===== src/rtl/fetch_ctrl_if.sv =====
// Fetch controller bus bundle.
// Groups the redirect input, the instruction-memory request/response
// channel and the decode-facing instruction channel.
//   master : the fetch controller (drives imem request and instruction outputs)
//   slave  : the environment (execute redirect, memory, decode)
interface fetch_ctrl_if #(
  parameter int DATA_WIDTH = 32
) ();
  logic                  redirect_valid;
  logic [DATA_WIDTH-1:0] redirect_target;
  logic                  imem_req_valid;
  logic                  imem_req_ready;
  logic [DATA_WIDTH-1:0] imem_addr;
  logic                  imem_rsp_valid;
  logic [DATA_WIDTH-1:0] imem_rsp_data;
  logic                  inst_valid;
  logic                  inst_ready;
  logic [DATA_WIDTH-1:0] inst_data;
  logic [DATA_WIDTH-1:0] inst_pc;
  logic                  misalign_err;

  modport master (
    input  redirect_valid, redirect_target,
    input  imem_req_ready, imem_rsp_valid, imem_rsp_data,
    input  inst_ready,
    output imem_req_valid, imem_addr,
    output inst_valid, inst_data, inst_pc,
    output misalign_err
  );

  modport slave (
    output redirect_valid, redirect_target,
    output imem_req_ready, imem_rsp_valid, imem_rsp_data,
    output inst_ready,
    input  imem_req_valid, imem_addr,
    input  inst_valid, inst_data, inst_pc,
    input  misalign_err
  );
endinterface


===== src/rtl/fetch_ctrl.sv =====
// Instruction fetch controller.
// Issues one outstanding instruction-memory request at a time, buffers
// returned instructions with their PC in a 2-entry FIFO for decode, and
// handles branch/jump redirects (flush, refetch, drop of in-flight data).
// Ports:
//   clk : clock, all state updates on rising edge
//   rst : synchronous active-low reset
//   bus : fetch_ctrl_if master (redirect, imem req/rsp, inst out, misalign_err)
module fetch_ctrl #(
  parameter int                    DATA_WIDTH = 32,
  parameter logic [DATA_WIDTH-1:0] RESET_PC   = 32'h0000_0000
) (
  input  logic    clk,
  input  logic    rst,
  fetch_ctrl_if.master bus
);

  localparam logic [1:0] ST_IDLE    = 2'd0;
  localparam logic [1:0] ST_REQ     = 2'd1;
  localparam logic [1:0] ST_WAIT    = 2'd2;
  localparam logic [1:0] ST_DISCARD = 2'd3;

  logic [1:0]            state;
  logic [1:0]            state_nxt;
  logic [DATA_WIDTH-1:0] fetch_pc;
  logic [DATA_WIDTH-1:0] fifo_data [2];
  logic [DATA_WIDTH-1:0] fifo_pc   [2];
  logic                  wr_ptr;
  logic                  rd_ptr;
  logic [1:0]            buf_count;
  logic                  req_fire;
  logic                  push;
  logic                  pop;

  always_comb begin
    bus.imem_req_valid = (state == ST_REQ) && (buf_count < 2'd2);
    bus.imem_addr      = (state == ST_IDLE) ? '0 : fetch_pc;
    bus.inst_valid     = (buf_count != 2'd0);
    // Head is forced to zero when empty so outputs are clean in reset.
    bus.inst_data      = bus.inst_valid ? fifo_data[rd_ptr] : '0;
    bus.inst_pc        = bus.inst_valid ? fifo_pc[rd_ptr]   : '0;
  end

  // A redirect overrides any same-cycle push or pop: the FIFO is flushed.
  always_comb begin
    req_fire = bus.imem_req_valid && bus.imem_req_ready;
    push     = (state == ST_WAIT) && bus.imem_rsp_valid && !bus.redirect_valid;
    pop      = bus.inst_valid && bus.inst_ready && !bus.redirect_valid;
  end

  always_comb begin
    state_nxt = state;
    case (state)
      ST_IDLE: state_nxt = ST_REQ;
      ST_REQ: begin
        if (bus.redirect_valid)
          state_nxt = req_fire ? ST_DISCARD : ST_REQ;
        else if (req_fire)
          state_nxt = ST_WAIT;
      end
      // With a response this cycle nothing is left in flight, so a
      // coincident redirect needs no DISCARD pass.
      ST_WAIT: begin
        if (bus.imem_rsp_valid)
          state_nxt = ST_REQ;
        else if (bus.redirect_valid)
          state_nxt = ST_DISCARD;
      end
      ST_DISCARD: begin
        if (bus.imem_rsp_valid)
          state_nxt = ST_REQ;
      end
      default: state_nxt = ST_IDLE;
    endcase
  end

  always_ff @(posedge clk) begin
    if (!rst) begin
      state        <= ST_IDLE;
      fetch_pc     <= RESET_PC;
      buf_count    <= '0;
      wr_ptr       <= 1'b0;
      rd_ptr       <= 1'b0;
      bus.misalign_err <= 1'b0;
    end else begin
      state            <= state_nxt;
      bus.misalign_err <= bus.redirect_valid && (bus.redirect_target[1:0] != 2'b00);
      if (bus.redirect_valid) begin
        fetch_pc  <= {bus.redirect_target[DATA_WIDTH-1:2], 2'b00};
        buf_count <= '0;
        wr_ptr    <= 1'b0;
        rd_ptr    <= 1'b0;
      end else begin
        if (push) begin
          fetch_pc <= fetch_pc + DATA_WIDTH'(4);
          wr_ptr   <= ~wr_ptr;
        end
        if (pop)
          rd_ptr <= ~rd_ptr;
        case ({push, pop})
          2'b10:   buf_count <= buf_count + 2'd1;
          2'b01:   buf_count <= buf_count - 2'd1;
          default: buf_count <= buf_count;
        endcase
      end
    end
  end

  always_ff @(posedge clk) begin
    if (push) begin
      fifo_data[wr_ptr] <= bus.imem_rsp_data;
      fifo_pc[wr_ptr]   <= fetch_pc;
    end
  end

  // Requests are only issued below two entries with one outstanding,
  // so a push into a full buffer indicates a broken invariant.
  a_no_push_full: assert property (@(posedge clk) disable iff (!rst)
    !(push && (buf_count == 2'd2)));

endmodule


===== src/flat_wrapper.sv =====
// flat-port wrapper written by rule: the top's interface ports become plain ports
module fetch_ctrl_flat 
#(
  parameter int                    DATA_WIDTH = 32,
  parameter logic [DATA_WIDTH-1:0] RESET_PC   = 32'h0000_0000
)
  (clk, rst, bus_redirect_valid, bus_redirect_target, bus_imem_req_ready, bus_imem_rsp_valid, bus_imem_rsp_data, bus_inst_ready, bus_imem_req_valid, bus_imem_addr, bus_inst_valid, bus_inst_data, bus_inst_pc, bus_misalign_err);
  fetch_ctrl_if #(.DATA_WIDTH(DATA_WIDTH)) bus_i ();
  input  logic clk;
  input  logic rst;
  input wire logic [$bits(bus_i.redirect_valid)-1:0] bus_redirect_valid;
  input wire logic [$bits(bus_i.redirect_target)-1:0] bus_redirect_target;
  input wire logic [$bits(bus_i.imem_req_ready)-1:0] bus_imem_req_ready;
  input wire logic [$bits(bus_i.imem_rsp_valid)-1:0] bus_imem_rsp_valid;
  input wire logic [$bits(bus_i.imem_rsp_data)-1:0] bus_imem_rsp_data;
  input wire logic [$bits(bus_i.inst_ready)-1:0] bus_inst_ready;
  output wire logic [$bits(bus_i.imem_req_valid)-1:0] bus_imem_req_valid;
  output wire logic [$bits(bus_i.imem_addr)-1:0] bus_imem_addr;
  output wire logic [$bits(bus_i.inst_valid)-1:0] bus_inst_valid;
  output wire logic [$bits(bus_i.inst_data)-1:0] bus_inst_data;
  output wire logic [$bits(bus_i.inst_pc)-1:0] bus_inst_pc;
  output wire logic [$bits(bus_i.misalign_err)-1:0] bus_misalign_err;
  assign bus_i.redirect_valid = bus_redirect_valid;
  assign bus_i.redirect_target = bus_redirect_target;
  assign bus_i.imem_req_ready = bus_imem_req_ready;
  assign bus_i.imem_rsp_valid = bus_imem_rsp_valid;
  assign bus_i.imem_rsp_data = bus_imem_rsp_data;
  assign bus_i.inst_ready = bus_inst_ready;
  assign bus_imem_req_valid = bus_i.imem_req_valid;
  assign bus_imem_addr = bus_i.imem_addr;
  assign bus_inst_valid = bus_i.inst_valid;
  assign bus_inst_data = bus_i.inst_data;
  assign bus_inst_pc = bus_i.inst_pc;
  assign bus_misalign_err = bus_i.misalign_err;
  fetch_ctrl #(.DATA_WIDTH(DATA_WIDTH), .RESET_PC(RESET_PC)) u_core (.clk(clk), .rst(rst), .bus(bus_i));
endmodule

===== config.mk =====
export PLATFORM = sky130hd
export DESIGN_NAME = fetch_ctrl_flat
export DESIGN_NICKNAME = d
export VERILOG_FILES = /design/src/rtl/fetch_ctrl_if.sv /design/src/rtl/fetch_ctrl.sv /design/src/flat_wrapper.sv
export SDC_FILE = /design/constraint.sdc
export NUM_CORES = 1
export LEC_CHECK = 0
export ABC_AREA = 1
export CORE_AREA = 8 8 142 170
export DETAILED_ROUTE_END_ITERATION = 6
export DIE_AREA = 0 0 150 178
export GPL_TIMING_DRIVEN = 1
export MAX_ROUTING_LAYER = met4
export SYNTH_ARGS = -nofsm -noshare
export SYNTH_HDL_FRONTEND = slang
export SYNTH_SLANG_ARGS = --single-unit

===== constraint.sdc =====
create_clock -name clk -period 5.05 [get_ports clk]
set_input_delay 0.505 -clock clk [delete_from_list [all_inputs] [get_ports clk]]
set_output_delay 0.505 -clock clk [all_outputs]
set_load 0.03 [all_outputs]

==> load_flow_metrics.sql <==
INSERT INTO impl_metrics (metric_group, metric, value, unit) VALUES
('cells_and_area', 'post_route_cells_drive_above_1_share', '0.0719', ''),
('sta', 'timing.clock.skew', '0.0121', 'ns'),
('synth', 'mappedNetlistArea', '0.00735', 'sq mm'),
('synth', 'synth_top_flop_cell', 'sky130_fd_sc_hd__edfxtp_1', ''),
('power_and_ir_drop', 'total_power', '0.00325', 'W'),
('setup_path', 'crit_type', 'flip-flop to output pin', ''),
('setup_path', 'worstSetupStartpointType', 'flip-flop', ''),
('synth', 'share_of_yosys_cell_area_claimed_by_the_top_area_cell_type', '0.507', ''),
('clock_tree', 'clock_tree_root', 'sky130_fd_sc_hd__clkbuf_16', ''),
('sta', 'final.min_clock_period', '3.22', 'ns'),
('floorplan', 'die-width', '150', 'um'),
('power_and_ir_drop', 'power.leakage', '3.49', 'nW'),
('sta', 'fin_crit_sh', '0.637', ''),
('route', 'drtAntennaViolNets', '0', ''),
('synth', 'postSynth.asyncResetShare', '0', ''),
('sta', 'setup_total_negative_slack', '0', 'ns'),
('place', 'preCtsSetupSlack', '1.93', 'ns'),
('place', 'buffer_ports.inserted', '164', ''),
('synth', 'synth_cell_types', '34', ''),
('cells_and_area', 'layout-area-overhead-vs-synth', '33.7', '%'),
('setup_path', 'critical_path_buf_inv_count', '2', ''),
('synth', 'yosysTopAreaCell', 'sky130_fd_sc_hd__edfxtp_1', ''),
('global_routing', 'grt_max_degree', '63', ''),
('floorplan', 'top_level_ports', '169', ''),
('sta', 'hold_viol', '0', ''),
('hold_path', 'whs_path_depth', '2', ''),
('floorplan', 'core_region_area', '0.0214', 'sq mm'),
('setup_path', 'critPathRequiredTime', '4.55', 'ns'),
('route', 'vias_per_cell', '4.73', ''),
('setup_path', 'timing.critical_path.to_type', 'output pin', ''),
('flow_run', 'cap_viol_max_count', '0', ''),
('sta', 'tightest_hold_margin', '0.476', 'ns'),
('clock_tree', 'cts_tree', 'yes', ''),
('clock_tree', 'ctsResizeCount', '0', ''),
('global_routing', 'first_global_vias', '5802', ''),
('outcome', 'outcome', 'finished clean', ''),
('setup_path', 'worst_path_dominant_cell_family', 'buffers and inverters', ''),
('clock_tree', 'clock_latency', '0.42', 'ns'),
('synth', 'syn_avg_cell_area', '9.15', 'sq um'),
('power_and_ir_drop', 'peak_supply_drop', '0.271', 'mV'),
('hold_path', 'timing.hold.worst.class', 'flip-flop to flip-flop', ''),
('clock_tree', 'holdBufCountCts', '0', ''),
('floorplan', 'floorplan.die_area', '0.0267', 'sq mm'),
('clock_tree', 'clkTransAtPathRegs', '0.07', 'ns'),
('route', 'vias', '5909', ''),
('sta', 'slew_violations', '0', ''),
('sta', 'final-setup-viol-count', '0', ''),
('synth', 'synth_commonest_cells', 'sky130_fd_sc_hd__nand2_1 (254), sky130_fd_sc_hd__edfxtp_1 (124), sky130_fd_sc_hd__a21oi_1 (90)', ''),
('sta', 'tightestPinTransition', '1.17', 'ns'),
('global_routing', 'wire_length_of_the_first_global_routing_pass', '31.9', 'mm'),
('clock_tree', 'clock_path_buffers', '2', ''),
('route', 'drt-pass1-iter-count', '5', ''),
('global_routing', 'grt_antenna_before_repair', '1', ''),
('sta', 'max_clock_freq', '311', 'MHz'),
('route', 'wire_per_inst', '16.4', 'um'),
('setup_path', 'critical_path.max_stage_delay', '0.80', 'ns'),
('global_routing', 'global_route.overflow_total', '0', ''),
('clock_tree', 'cts_htree_levels', '4', ''),
('sta', 'timing.max_slew.rel_slack', '0.220', ''),
('sta', 'worst_case_setup_margin_in_the_final_layout', '1.83', 'ns'),
('synth', 'ys_seq_elements', '162', ''),
('floorplan', 'initial_utilization', '0.343', ''),
('route', 'drc', '0', ''),
('clock_tree', 'number_of_buffers_added_for_setup_after_cts', '0', ''),
('floorplan', 'placement_rows', '59', ''),
('route', 'routed_wl', '20.5', 'mm'),
('setup_path', 'cp.arrival', '2.71', 'ns'),
('route', 'drt_first_iter_violations', '334', ''),
('place', 'place_hpwl', '14.2', 'mm'),
('floorplan', 'die_height', '178', 'um'),
('power_and_ir_drop', 'pwr_density_cell', '331', 'mW/mm^2');
## cell usage in the layout (no fill, tap or decap), types with 5 or more instances in the layout
cell,instances
sky130_fd_sc_hd__nand3_1,28
sky130_fd_sc_hd__inv_6,5
sky130_fd_sc_hd__inv_2,6
sky130_fd_sc_hd__clkdlybuf4s50_1,164
sky130_fd_sc_hd__xor2_1,7
sky130_fd_sc_hd__nor3_1,5
sky130_fd_sc_hd__nand2_1,254
sky130_fd_sc_hd__buf_4,8
sky130_fd_sc_hd__clkinv_2,5
sky130_fd_sc_hd__ha_1,6
sky130_fd_sc_hd__nor2_4,10
sky130_fd_sc_hd__inv_1,58
sky130_fd_sc_hd__edfxtp_1,124
sky130_fd_sc_hd__nor2_1,81
sky130_fd_sc_hd__clkbuf_16,17
sky130_fd_sc_hd__a31oi_1,8
sky130_fd_sc_hd__o21ai_0,24
sky130_fd_sc_hd__a21oi_1,90
sky130_fd_sc_hd__dfxtp_1,37
## per-stage QoR
step                cells  instance area [sq um]
finish               1249                   9830
global route         1249                   9830
CTS                  1248                   9820
detailed placement   1216                   9290
global placement     1216                   9290
floorplan             806                   7360
## cell families (layout without fill, tap and decap cells)
kind of cell | after synthesis | count (layout) | synth area share
AO/OA/AOI/OAI | 131 | 131 | 0.0934
XOR/XNOR | 7 | 7 | 0.00834
AND/OR/NAND/NOR | 395 | 395 | 0.223
buffers and inverters | 101 | 269 | 0.0545
other | 1 | 5 | 0.000510
adder cells (fa/ha/maj) | 6 | 6 | 0.0102
flip-flops | 162 | 162 | 0.610
## sequential cells by signal, indices dropped and copies added, names as in the netlist, named ones only
signal and cells:
u_core.fifo_data 64, u_core.fifo_pc 60, u_core.fetch_pc 30, u_core.buf_count 2
u_core.state 2, u_core.bus.misalign_err 1, u_core.rd_ptr 1, u_core.wr_ptr 1
## worst max path at each step
stage	to	slack [ns]	cells past startpoint
2_1_floorplan	u_core.fifo_data[1][0]$_DFFE_PP_	0.95	6
3_3_place_gp	u_core.fifo_data[1][24]$_DFFE_PP_	1.95	7
3_5_place_dp	u_core.fifo_data[1][29]$_DFFE_PP_	1.93	7
4_1_cts	bus_inst_pc[14]	1.77	4
5_1_grt	bus_inst_pc[19]	1.62	4
6_report	bus_inst_pc[15]	1.83	4
## power by group
| part | leakage [nW] | switching, W | internal [W] | total [W] |
|---|---|---|---|---|
| Sequential | 1.44 | 0.0000451 | 0.00149 | 0.00154 |
| Combinational | 1.78 | 0.000337 | 0.000199 | 0.000536 |
| Clock | 0.263 | 0.000538 | 0.000636 | 0.00117 |
| Total | 3.49 | 0.000920 | 0.00233 | 0.00325 |
## tightest hold or removal path, cell delays in order (launching register included)
cell,delay (ns)
sky130_fd_sc_hd__dfxtp_1,0.30
sky130_fd_sc_hd__inv_1,0.07
sky130_fd_sc_hd__a21oi_1,0.06
## cell type report
type,instances,area (sq um)
antenna,1,2.50
clock buffer,18,429
clock inverter,14,104
fill,2066,11600
inverter,64,240
multi-input combinational,543,2500
sequential,162,4490
tap,274,343
timing repair buffer,173,1720
## per-layer routing
layer  up-vias  track usage  part of all wire
li1       2962            -                 -
met1      2757        0.192              0.44
met2       173        0.265              0.50
met3        17       0.0292             0.048
met4         0       0.0513             0.017
met5         -            -                 0
(Power assumes the default switching activity.)
